===== src/rtl/svfloat_addsub_seq_pkg.sv =====
// Shared types and helpers for the sequential float32 adder/subtractor:
// float layout, FSM state enum, canonical NaN and operand unpack helpers.
package svfloat_addsub_seq_pkg;

  localparam int unsigned E    = 8;             // exponent width
  localparam int unsigned M    = 23;            // mantissa width
  localparam int unsigned SW   = M + 5;         // carry, hidden, M, G, R, S
  localparam int unsigned XW   = E + 1;         // working exponent (room for carry)
  localparam int unsigned DMAX = M + 3;         // alignment shift saturation
  localparam int unsigned DW   = $clog2(DMAX + 1);

  typedef struct packed {
    logic         sign;
    logic [E-1:0] exp;
    logic [M-1:0] man;
  } float_t;

  typedef enum logic [2:0] {
    IDLE, ALIGN, ADD, NORM, ROUND, DONE
  } addsub_state_t;

  // Canonical quiet NaN: +, exponent all ones, mantissa MSB only.
  function automatic float_t ffunc_canon_nan();
    float_t f;
    f.sign = 1'b0;
    f.exp  = '1;
    f.man  = {1'b1, {(M-1){1'b0}}};
    return f;
  endfunction

  function automatic logic is_nan(input float_t f);
    return (&f.exp) && (|f.man);
  endfunction

  function automatic logic is_snan(input float_t f);
    return (&f.exp) && (|f.man) && !f.man[M-1];
  endfunction

  function automatic logic is_inf(input float_t f);
    return (&f.exp) && !(|f.man);
  endfunction

  function automatic logic is_zero(input float_t f);
    return !(|f.exp) && !(|f.man);
  endfunction

  function automatic logic hidden_bit(input float_t f);
    return |f.exp;
  endfunction

  // Subnormals behave as exponent 1 with a hidden bit of 0.
  function automatic logic [E-1:0] eff_exp(input float_t f);
    return (f.exp == '0) ? E'(1) : f.exp;
  endfunction

  function automatic logic [SW-1:0] unpack_sig(input float_t f);
    return {1'b0, hidden_bit(f), f.man, 3'b000};
  endfunction

endpackage


===== src/rtl/svfloat_addsub_seq_neg.sv =====
// Sign-negation stage: flips the operand sign when i_neg is set, leaving
// NaNs untouched when i_presv_nan is set.
//   i_a          operand in
//   i_neg        negate request
//   i_presv_nan  keep NaN payload/sign unchanged
//   o_y_c        operand out (combinational)
module svfloat_addsub_seq_neg
  import svfloat_addsub_seq_pkg::*;
(
  input  float_t i_a,
  input  logic   i_neg,
  input  logic   i_presv_nan,
  output float_t o_y_c
);

  always_comb begin
    o_y_c = i_a;
    if (i_neg && !(i_presv_nan && is_nan(i_a))) o_y_c.sign = ~i_a.sign;
  end

endmodule


===== src/rtl/svfloat_addsub_seq.sv =====
// Multi-cycle float32 add/subtract, one-bit-per-cycle align and normalise,
// round-to-nearest-even.
//   clk, rst_n           clock, async active-low reset
//   in_valid / in_ready  operand handshake (a, b, sub)
//   out_valid / out_ready result handshake (res, flags={invalid,overflow,inexact})
module svfloat_addsub_seq
  import svfloat_addsub_seq_pkg::*;
(
  input  logic       clk,
  input  logic       rst_n,
  input  logic       in_valid,
  output logic       in_ready,
  input  float_t     a,
  input  float_t     b,
  input  logic       sub,
  output logic       out_valid,
  input  logic       out_ready,
  output float_t     res,
  output logic [2:0] flags
);

  addsub_state_t   r_state, w_state_nxt;
  logic            r_sx, w_sx_nxt;
  logic            r_sub_eff, w_sub_eff_nxt;
  logic [XW-1:0]   r_ex, w_ex_nxt;
  logic [SW-1:0]   r_x, w_x_nxt;
  logic [SW-1:0]   r_y, w_y_nxt;
  logic [DW-1:0]   r_d, w_d_nxt;
  float_t          r_res, w_res_nxt;
  logic [2:0]      r_flags, w_flags_nxt;
  logic            r_out_valid, w_out_valid_nxt;

  float_t          w_b;

  svfloat_addsub_seq_neg u_svfloat_neg (
    .i_a         (b),
    .i_neg       (sub),
    .i_presv_nan (1'b1),
    .o_y_c       (w_b)
  );

  assign in_ready  = rst_n && (r_state == IDLE);
  assign out_valid = r_out_valid;
  assign res       = r_res;
  assign flags     = r_flags;

  // Special-operand detection and result.
  logic   w_special, w_spec_inv;
  float_t w_spec_res;
  always_comb begin
    w_spec_res = '0;
    w_spec_inv = 1'b0;
    w_special  = is_nan(a) || is_nan(w_b) || is_inf(a) || is_inf(w_b) ||
                 (is_zero(a) && is_zero(w_b));
    if (is_nan(a) || is_nan(w_b)) begin
      w_spec_res = ffunc_canon_nan();
      w_spec_inv = is_snan(a) || is_snan(w_b);
    end else if (is_inf(a) && is_inf(w_b) && (a.sign != w_b.sign)) begin
      w_spec_res = ffunc_canon_nan();
      w_spec_inv = 1'b1;
    end else if (is_inf(a)) begin
      w_spec_res = a;
    end else if (is_inf(w_b)) begin
      w_spec_res = w_b;
    end else begin
      w_spec_res.sign = a.sign & w_b.sign;
    end
  end

  // Operand ordering: X is the larger magnitude, d = saturated exponent gap.
  logic          w_a_ge;
  float_t        w_xf, w_yf;
  logic [E-1:0]  w_ediff;
  logic [DW-1:0] w_dsat;
  assign w_a_ge  = {a.exp, a.man} >= {w_b.exp, w_b.man};
  assign w_xf    = w_a_ge ? a : w_b;
  assign w_yf    = w_a_ge ? w_b : a;
  assign w_ediff = eff_exp(w_xf) - eff_exp(w_yf);
  assign w_dsat  = (w_ediff > E'(DMAX)) ? DW'(DMAX) : DW'(w_ediff);

  // RNE rounding of the normalised significand.
  logic          w_rup, w_inexact, w_ovf;
  logic [M+1:0]  w_sig;
  logic [XW-1:0] w_rexp;
  logic [M-1:0]  w_rman;
  always_comb begin
    w_inexact = |r_x[2:0];
    w_rup     = r_x[2] & (r_x[1] | r_x[0] | r_x[3]);
    w_sig     = {1'b0, r_x[SW-2:3]} + (M+2)'(w_rup);
    // Carry-out bumps the exponent; a subnormal reaching 1.0 gets exponent 1.
    w_rexp    = w_sig[M+1] ? (r_ex + XW'(1)) : (w_sig[M] ? r_ex : '0);
    w_rman    = w_sig[M+1] ? w_sig[M:1] : w_sig[M-1:0];
    w_ovf     = w_rexp >= XW'({E{1'b1}});
  end

  // Next-state and datapath control.
  always_comb begin
    w_state_nxt     = r_state;
    w_sx_nxt        = r_sx;
    w_sub_eff_nxt   = r_sub_eff;
    w_ex_nxt        = r_ex;
    w_x_nxt         = r_x;
    w_y_nxt         = r_y;
    w_d_nxt         = r_d;
    w_res_nxt       = r_res;
    w_flags_nxt     = r_flags;
    w_out_valid_nxt = r_out_valid;
    case (r_state)
      IDLE: begin
        if (in_valid && in_ready) begin
          if (w_special) begin
            w_res_nxt   = w_spec_res;
            w_flags_nxt = {w_spec_inv, 2'b00};
            w_state_nxt = DONE;
          end else begin
            w_sx_nxt      = w_xf.sign;
            w_sub_eff_nxt = a.sign ^ w_b.sign;
            w_ex_nxt      = XW'(eff_exp(w_xf));
            w_x_nxt       = unpack_sig(w_xf);
            w_y_nxt       = unpack_sig(w_yf);
            w_d_nxt       = w_dsat;
            w_state_nxt   = ALIGN;
          end
        end
      end
      ALIGN: begin
        if (r_d != '0) begin
          w_y_nxt = {1'b0, r_y[SW-1:2], r_y[1] | r_y[0]};
          w_d_nxt = r_d - DW'(1);
        end else begin
          w_state_nxt = ADD;
        end
      end
      ADD: begin
        w_x_nxt     = r_sub_eff ? (r_x - r_y) : (r_x + r_y);
        w_state_nxt = NORM;
      end
      NORM: begin
        if (r_x == '0) begin
          w_sx_nxt    = 1'b0;
          w_state_nxt = ROUND;
        end else if (r_x[SW-1]) begin
          w_x_nxt     = {1'b0, r_x[SW-1:2], r_x[1] | r_x[0]};
          w_ex_nxt    = r_ex + XW'(1);
          w_state_nxt = ROUND;
        end else if (!r_x[SW-2] && (r_ex > XW'(1))) begin
          w_x_nxt     = {r_x[SW-2:0], 1'b0};
          w_ex_nxt    = r_ex - XW'(1);
        end else begin
          w_state_nxt = ROUND;
        end
      end
      ROUND: begin
        w_res_nxt.sign = r_sx;
        if (w_ovf) begin
          w_res_nxt.exp = '1;
          w_res_nxt.man = '0;
          w_flags_nxt   = 3'b011;
        end else begin
          w_res_nxt.exp = w_rexp[E-1:0];
          w_res_nxt.man = w_rman;
          w_flags_nxt   = {2'b00, w_inexact};
        end
        w_out_valid_nxt = 1'b1;
        w_state_nxt     = DONE;
      end
      DONE: begin
        // Special results arrive here without out_valid; present them next cycle.
        if (!r_out_valid) begin
          w_out_valid_nxt = 1'b1;
        end else if (out_ready) begin
          w_out_valid_nxt = 1'b0;
          w_state_nxt     = IDLE;
        end
      end
      default: w_state_nxt = IDLE;
    endcase
  end

  // State and datapath registers.
  always_ff @(posedge clk or negedge rst_n) begin
    if (!rst_n) begin
      r_state     <= IDLE;
      r_sx        <= 1'b0;
      r_sub_eff   <= 1'b0;
      r_ex        <= '0;
      r_x         <= '0;
      r_y         <= '0;
      r_d         <= '0;
      r_res       <= '0;
      r_flags     <= '0;
      r_out_valid <= 1'b0;
    end else begin
      r_state     <= w_state_nxt;
      r_sx        <= w_sx_nxt;
      r_sub_eff   <= w_sub_eff_nxt;
      r_ex        <= w_ex_nxt;
      r_x         <= w_x_nxt;
      r_y         <= w_y_nxt;
      r_d         <= w_d_nxt;
      r_res       <= w_res_nxt;
      r_flags     <= w_flags_nxt;
      r_out_valid <= w_out_valid_nxt;
    end
  end

endmodule


===== config.mk =====
export PLATFORM = sky130hd
export DESIGN_NAME = svfloat_addsub_seq
export DESIGN_NICKNAME = d
export VERILOG_FILES = /design/src/rtl/svfloat_addsub_seq_pkg.sv /design/src/rtl/svfloat_addsub_seq_neg.sv /design/src/rtl/svfloat_addsub_seq.sv
export SDC_FILE = /design/constraint.sdc
export NUM_CORES = 1
export LEC_CHECK = 0
export ABC_CLOCK_PERIOD_IN_PS = 6400
export CAP_MARGIN = 20
export CORE_ASPECT_RATIO = 1.4
export CORE_MARGIN = 3
export CORE_UTILIZATION = 50
export DETAILED_ROUTE_END_ITERATION = 16
export PLACE_DENSITY_LB_ADDON = 0.12
export SYNTH_ARGS = -nofsm -noshare
export SYNTH_HDL_FRONTEND = slang
export SYNTH_SLANG_ARGS = --single-unit

===== constraint.sdc =====
create_clock -name clk -period 6.4 [get_ports clk]
set_clock_uncertainty 0.15 [all_clocks]
set_input_delay 0.96 -clock clk [delete_from_list [all_inputs] [get_ports clk]]
set_output_delay 0.96 -clock clk [all_outputs]
set_load 0.02 [all_outputs]

==> After elaboration in Yosys (flattened, before gate mapping) <==
Index checks and enable logic that the tools add are counted.
{ "totals": {"inputBits": 69, "elab_cells": 165, "output_inout_bits": 37, "ff_bits": 111} }
{ "classes": {"add_sub_neg": 7, "n_bitwise": 8, "reduce_logical": 55, "n_eq_ne": 17, "magnitude_cmp": 4, "n_mux": 61} }
{ "ops": {"columns": ["operator", "n"], "rows": [
  ["$mux W28", 9],
  ["$mux W32", 6],
  ["$mux W31", 3],
  ["$pmux W28 S3", 1],
  ["$pmux W32 S2", 1],
  ["$mux W9", 7],
  ["$pmux W28 S2", 1],
  ["$reduce_or A23 Y1", 2],
  ["$reduce_or A8 Y1", 4],
  ["$ge A31 B31 Y1", 1],
  ["$mux W3", 10],
  ["$add A28 B28 Y28", 1],
  ["$logic_not A28 Y1", 1],
  ["$sub A28 B28 Y28", 1],
  ["$add A24 B1 Y25", 1],
  ["$mux W23", 1],
  ["$mux W5", 4],
  ["$pmux W3 S6", 1],
  ["$pmux W9 S2", 1],
  ["$logic_not A8 Y1", 2],
  ["$mux W8", 2],
  ["$ne A2 B2 Y1 const B", 8],
  ["$reduce_and A8 Y1", 2],
  ["$logic_and A1 B1 Y1", 15],
  ["33 further kinds", 67]
]} }

==> Depth between registers and ports, before layout <==
{ "logic_depth": {"depth_word": 14, "ltp_mapped": 21, "ltp_nobuf": 19} }

==> Hierarchy <==
From an unflattened synthesis, not the netlist that was laid out.
{ "hier_totals": {"cells_unflattened": 1357, "hier_area_um2": 10956.8} }
{ "by_module_without_submodules": {"columns": ["module", "n_inst", "area_each_um2", "seq_area_each_um2", "cells_each"], "rows": [
  ["svfloat_addsub_seq", 1, 10587.7, 2752.6, 1306],
  ["svfloat_addsub_seq_neg", 1, 369.1, 0.0, 51]
]} }

==> Worst setup path after synthesis <==
OpenSTA, ideal clock, no wires.
{ "synth_path": {"path_kind": "input to register", "from": "input port b[6] (netlist name)", "to": "register r_d[1]", "arrival_ns": 4.857, "path_slack_ns": 1.252, "path_buffers": 2, "setup_ns": 0.141, "required_ns": 6.109, "stages": 21, "path_cell_list": "inv_1 -> ha_1 -> nand4_1 -> a21oi_1 -> o221ai_1 -> a31oi_1 -> nor4b_2 -> nor2_2 -> clkbuf_1 -> buf_2 -> mux2i_1 -> inv_1 -> fa_1 -> nor2b_1 -> o21ai_0 -> nand2b_1 -> xnor2_1 -> o21bai_1 -> o21ai_0 -> a2111oi_4 -> a31oi_1"} }
{ "synth_between": {"elab_chain_len": 10, "elab_cells_between_ends": 25, "classes_between": "1 x add/sub; 2 x order compare; 1 x eq/ne; 8 x mux; 13 x reduce/logical"} }
{ "synth_lines": {"columns": ["item", "line_no", "rtl"], "rows": [
  ["start, declared", "svfloat_addsub_seq.sv:14", "input float_t b,"],
  ["$ge A31 B31 Y1", "svfloat_addsub_seq.sv:75", "assign w_a_ge = {a.exp, a.man} >= {w_b.exp, w_b.man};"],
  ["$mux W32 / $mux W31 (equally long branches)", "svfloat_addsub_seq.sv:76, svfloat_addsub_seq.sv:77", null],
  ["$logic_not A8 Y1", "svfloat_addsub_seq_pkg.sv:53", "return (f.exp == '0) ? E'(1) : f.exp;"],
  ["$mux W8", "svfloat_addsub_seq_pkg.sv:53", null],
  ["$sub A8 B8 Y8", "svfloat_addsub_seq.sv:78", "assign w_ediff = eff_exp(w_xf) - eff_exp(w_yf);"],
  ["$gt A8 B5 Y1", "svfloat_addsub_seq.sv:79", "assign w_dsat = (w_ediff > E'(DMAX)) ? DW'(DMAX) : DW'(w_ediff);"],
  ["$mux W5", "svfloat_addsub_seq.sv:79", null],
  ["$mux W5", "svfloat_addsub_seq.sv:111", "if (w_special) begin"],
  ["$mux W5", "svfloat_addsub_seq.sv:110", "if (in_valid && in_ready) begin"],
  ["$pmux W5 S2", "svfloat_addsub_seq.sv:108", "case (r_state)"],
  ["end signal, assigned", "svfloat_addsub_seq.sv:200", "r_d <= w_d_nxt;"],
  ["end, declared", "svfloat_addsub_seq.sv:28", "logic [DW-1:0] r_d, w_d_nxt;"]
]} }
Parallel ways exist; a longest one is shown, timed or not. The select of a mux whose other input is x is not followed.
A chain may end at the register's enable or synchronous reset.

==> Final worst setup path <==
{ "layout_path": {"from": "input port b[22] (netlist name)", "to": "register r_d[1]"} }
Same word-level chain as after synthesis.

==> impl_metrics.py <==
metrics = {
    "final_layout": {
        "final_layout_size_suffix_gt1_share_pct": 4.21,
        "layout_common_cells": "155 x nand2_1, 145 x nor2_1, 127 x o21ai_0",
        "mostFrequentLayoutCell": "nand2_1",
        "fin_nets": 1540,
        "antenna_cells": 0,
        "stdcell_count": 1653,
        "area_delta_synth_final_pct": 13.5,
        "fin_area_um2": 11800,
    },
    "logic_synthesis": {
        "syn_avg_cell_area_um2": 7.69,
        "ys_types": 87,
        "async_flop_share_pct": 100,
        "synth_area_leader_cell": "dfrtp_1",
        "synthDominantCellAreaShare_pct": 26.4,
        "yosys_warnings": 0,
        "syn_nets": 1498,
        "synth-main-ff-cell": "dfrtp_1",
        "synthCells": 1354,
        "ys_ff_latch": 110,
        "synth.area.top_cells": "dfrtp_1 26%, ha_1 8.8%, o21ai_0 6.2%",
        "synth-seq-area-share_pct": 26.4,
        "synth_area_um2": 10400,
        "synth_edf_count": 0,
    },
    "critical_path": {
        "path_class": "input pin to flop",
        "max_stage_delay_ns": 0.61,
        "cp_cell_sequence": "clkdlybuf4s50_1 -> inv_1 -> ha_1 -> nand4_1 -> nor3_1 -> o41ai_1 -> a31oi_1 -> nor4b_2 -> nor2_4 -> mux2_2 -> ha_1 -> fa_1 -> nor2b_1 -> o21ai_0 -> nand2b_1 -> xnor2_1 -> o21bai_1 -> o21ai_0 -> a2111oi_4 -> a31oi_1",
        "r2r-end": "r_x[25]",
        "reg2regPathDepth": 17,
        "cp_top_family": "compound AO/OA/AOI/OAI gates",
        "crit_arrival_ns": 5.88,
        "critPathBufInv": 2,
        "worstSetupStartpointType": "input pin",
        "required_ns": 6.47,
        "end_kind": "flop",
        "crit_fanout": 22,
        "critPathSlowestCell": "clkdlybuf4s50_1",
        "rr_startpoint": "r_y[0]",
        "regToRegSetupSlack_ns": 1.32,
    },
    "die": {
        "die_area_um2": 22600,
        "core_um2": 20100,
        "num_io_pins": 106,
        "rows": 61,
        "die_h_um": 177,
        "start_util_pct": 51.7,
        "die_width_um": 128,
    },
    "clocking": {
        "cts_root_buf": "clkbuf_16",
        "clockBufferDepth": 2,
        "cts_htree_levels": 3,
        "cts_setup_buffers": 0,
        "cts-resized-gates": 0,
        "tritoncts": "done",
        "cts_made_buffers": 9,
        "cts_hold_buf": 0,
        "cts_sinks": 110,
        "clk_pin_slew_worst_paths_ns": 0.08,
        "clock_latency_ns": 0.36,
    },
    "timing": {
        "drv_slew": 0,
        "min_period_ns": 5.81,
        "rsz0062_at_grt": "no",
        "max_freq_ghz": 0.172,
        "period_share_pct": 90.7,
        "tns_ns": 0,
        "slew_headroom_pct": 26.8,
        "setup_viol": 0,
        "setup_slack_ns": 0.595,
        "worst_pin_slew_ns": 1.09,
        "hold_violations": 0,
    },
    "worst_hold_path": {
        "worstHoldStart": "res[29]",
        "min_to": "res[29]",
        "hp-class": "flop to flop",
        "holdPathStages": 2,
    },
    "routing": {
        "drc": 0,
        "wl_mm": 31.8,
        "route.antenna.remaining_nets": 0,
        "firstDrtPassIters": 5,
        "vias": 10200,
        "viasPerCell": 6.17,
        "drtIter0Drc": 761,
        "routedWlPerCell_um": 19.2,
    },
    "global_route": {
        "gr-total-overflow": 0,
        "grtUsageTotal_pct": 27.9,
        "grt_max_degree": 71,
        "grt_antenna_before_repair": 0,
        "grt_pass1_wl_mm": 50.8,
        "grt_pass1_vias": 9592,
    },
    "power_and_ir_drop": {
        "vdd_drop_max_mv": 0.215,
        "p_leak_nw": 4.81,
        "power_density_nw_per_um2": 541,
    },
    "placed_design": {
        "placed_cells": 1637,
        "dp_hpwl_mm": 25.0,
        "gp_congestion": 1.08,
        "numPortBuffers": 105,
        "post-place-ws_ns": 0.255,
        "place_area_um2": 11500,
    },
    "outcome": {
        "status": "completed",
    },
    "run": {
        "cap_violations": 0,
    },
}
## per-layer routing
metal / vias up / global-route usage, % / part of all wire [%]
met5: - / 0 / 0
met4: 0 / 10.5 / 3.6
met3: 52 / 3.38 / 5.5
met2: 331 / 46.3 / 48
met1: 4817 / 37.2 / 43
li1: 5007 / - / -
## worst min-delay path, cell delays in order, from the launching register on
cell	delay, ns
dfrtp_1	0.34
nand2_1	0.05
nand2_1	0.05
## stage by stage
step | hold slack [ns] | power [mW] | utilization [%]
floorplan | 0.319 | 4.69 | -
global placement | 0.310 | 5.67 | 57.0
detailed placement | 0.313 | 5.73 | 57.1
CTS | 0.331 | 6.36 | 58.7
global route | 0.344 | 6.97 | 58.7
finish | 0.326 | 6.39 | 58.7
## power by group
| group | internal (mW) | total [mW] | switching, mW |
|---|---|---|---|
| sequential | 1.00 | 1.53 | 0.528 |
| clock | 0.323 | 0.608 | 0.285 |
| combinational | 1.84 | 4.26 | 2.42 |
| total | 3.16 | 6.39 | 3.23 |
## synth_stat cells, types with 6 or more instances
cell and instances:
mux2i_1 41, dfrtp_1 110, a211oi_1 9, a222oi_1 8
nand4_1 23, nor4_1 25, nor2_1 146, nand3_1 22
a21oi_1 122, mux2_2 6, nand2_1 155, buf_2 20
clkbuf_1 53, a22oi_1 6, inv_1 59, o221ai_1 7
a22o_1 18, xor2_1 22, nor3_1 32, nand2b_1 10
o21a_1 22, o22ai_1 9, xnor2_1 52, and2_1 6
or3_1 7, o211ai_1 18, and3_1 12, ha_1 73
a31oi_1 15, o21ai_0 128, a21o_1 16
## area by class of cell
cell class	instances	area, µm²
tap	252	315
clock buffer	10	239
fill	1906	8330
sequential	110	2750
clock inverter	6	77.6
multi-input combinational	1101	7090
timing repair buffer	115	1120
inverter	59	221
## worst max path at each step
stage	from	endpoint	slack [ns]	depth (start not counted)
2_1_floorplan	b[6]	r_d[1]	1.25	21
3_3_place_gp	b[13]	r_d[1]	0.38	20
3_5_place_dp	b[22]	r_d[1]	0.25	20
4_1_cts	b[22]	r_d[1]	0.62	20
5_1_grt	b[13]	r_d[1]	0.34	20
6_report	b[22]	r_d[1]	0.59	20
## state kept, by name (all words and copies together) (netlist names)
name	cells
res	32
r_x	28
r_y	27
r_ex	9
r_d	5
flags	3
r_state	3
out_valid	1
r_sub_eff	1
r_sx	1
## logic make-up after synthesis
kind of cell | synth area share [%]
and+or+nand+nor | 21.4
AOI/OAI and AO/OA | 26.6
buffers and inverters | 5.64
DFF | 26.4
adders and majority gates | 9.16
xor gates and xnor gates | 6.22
muxes | 4.59
Power figures use the tool's default switching activity.
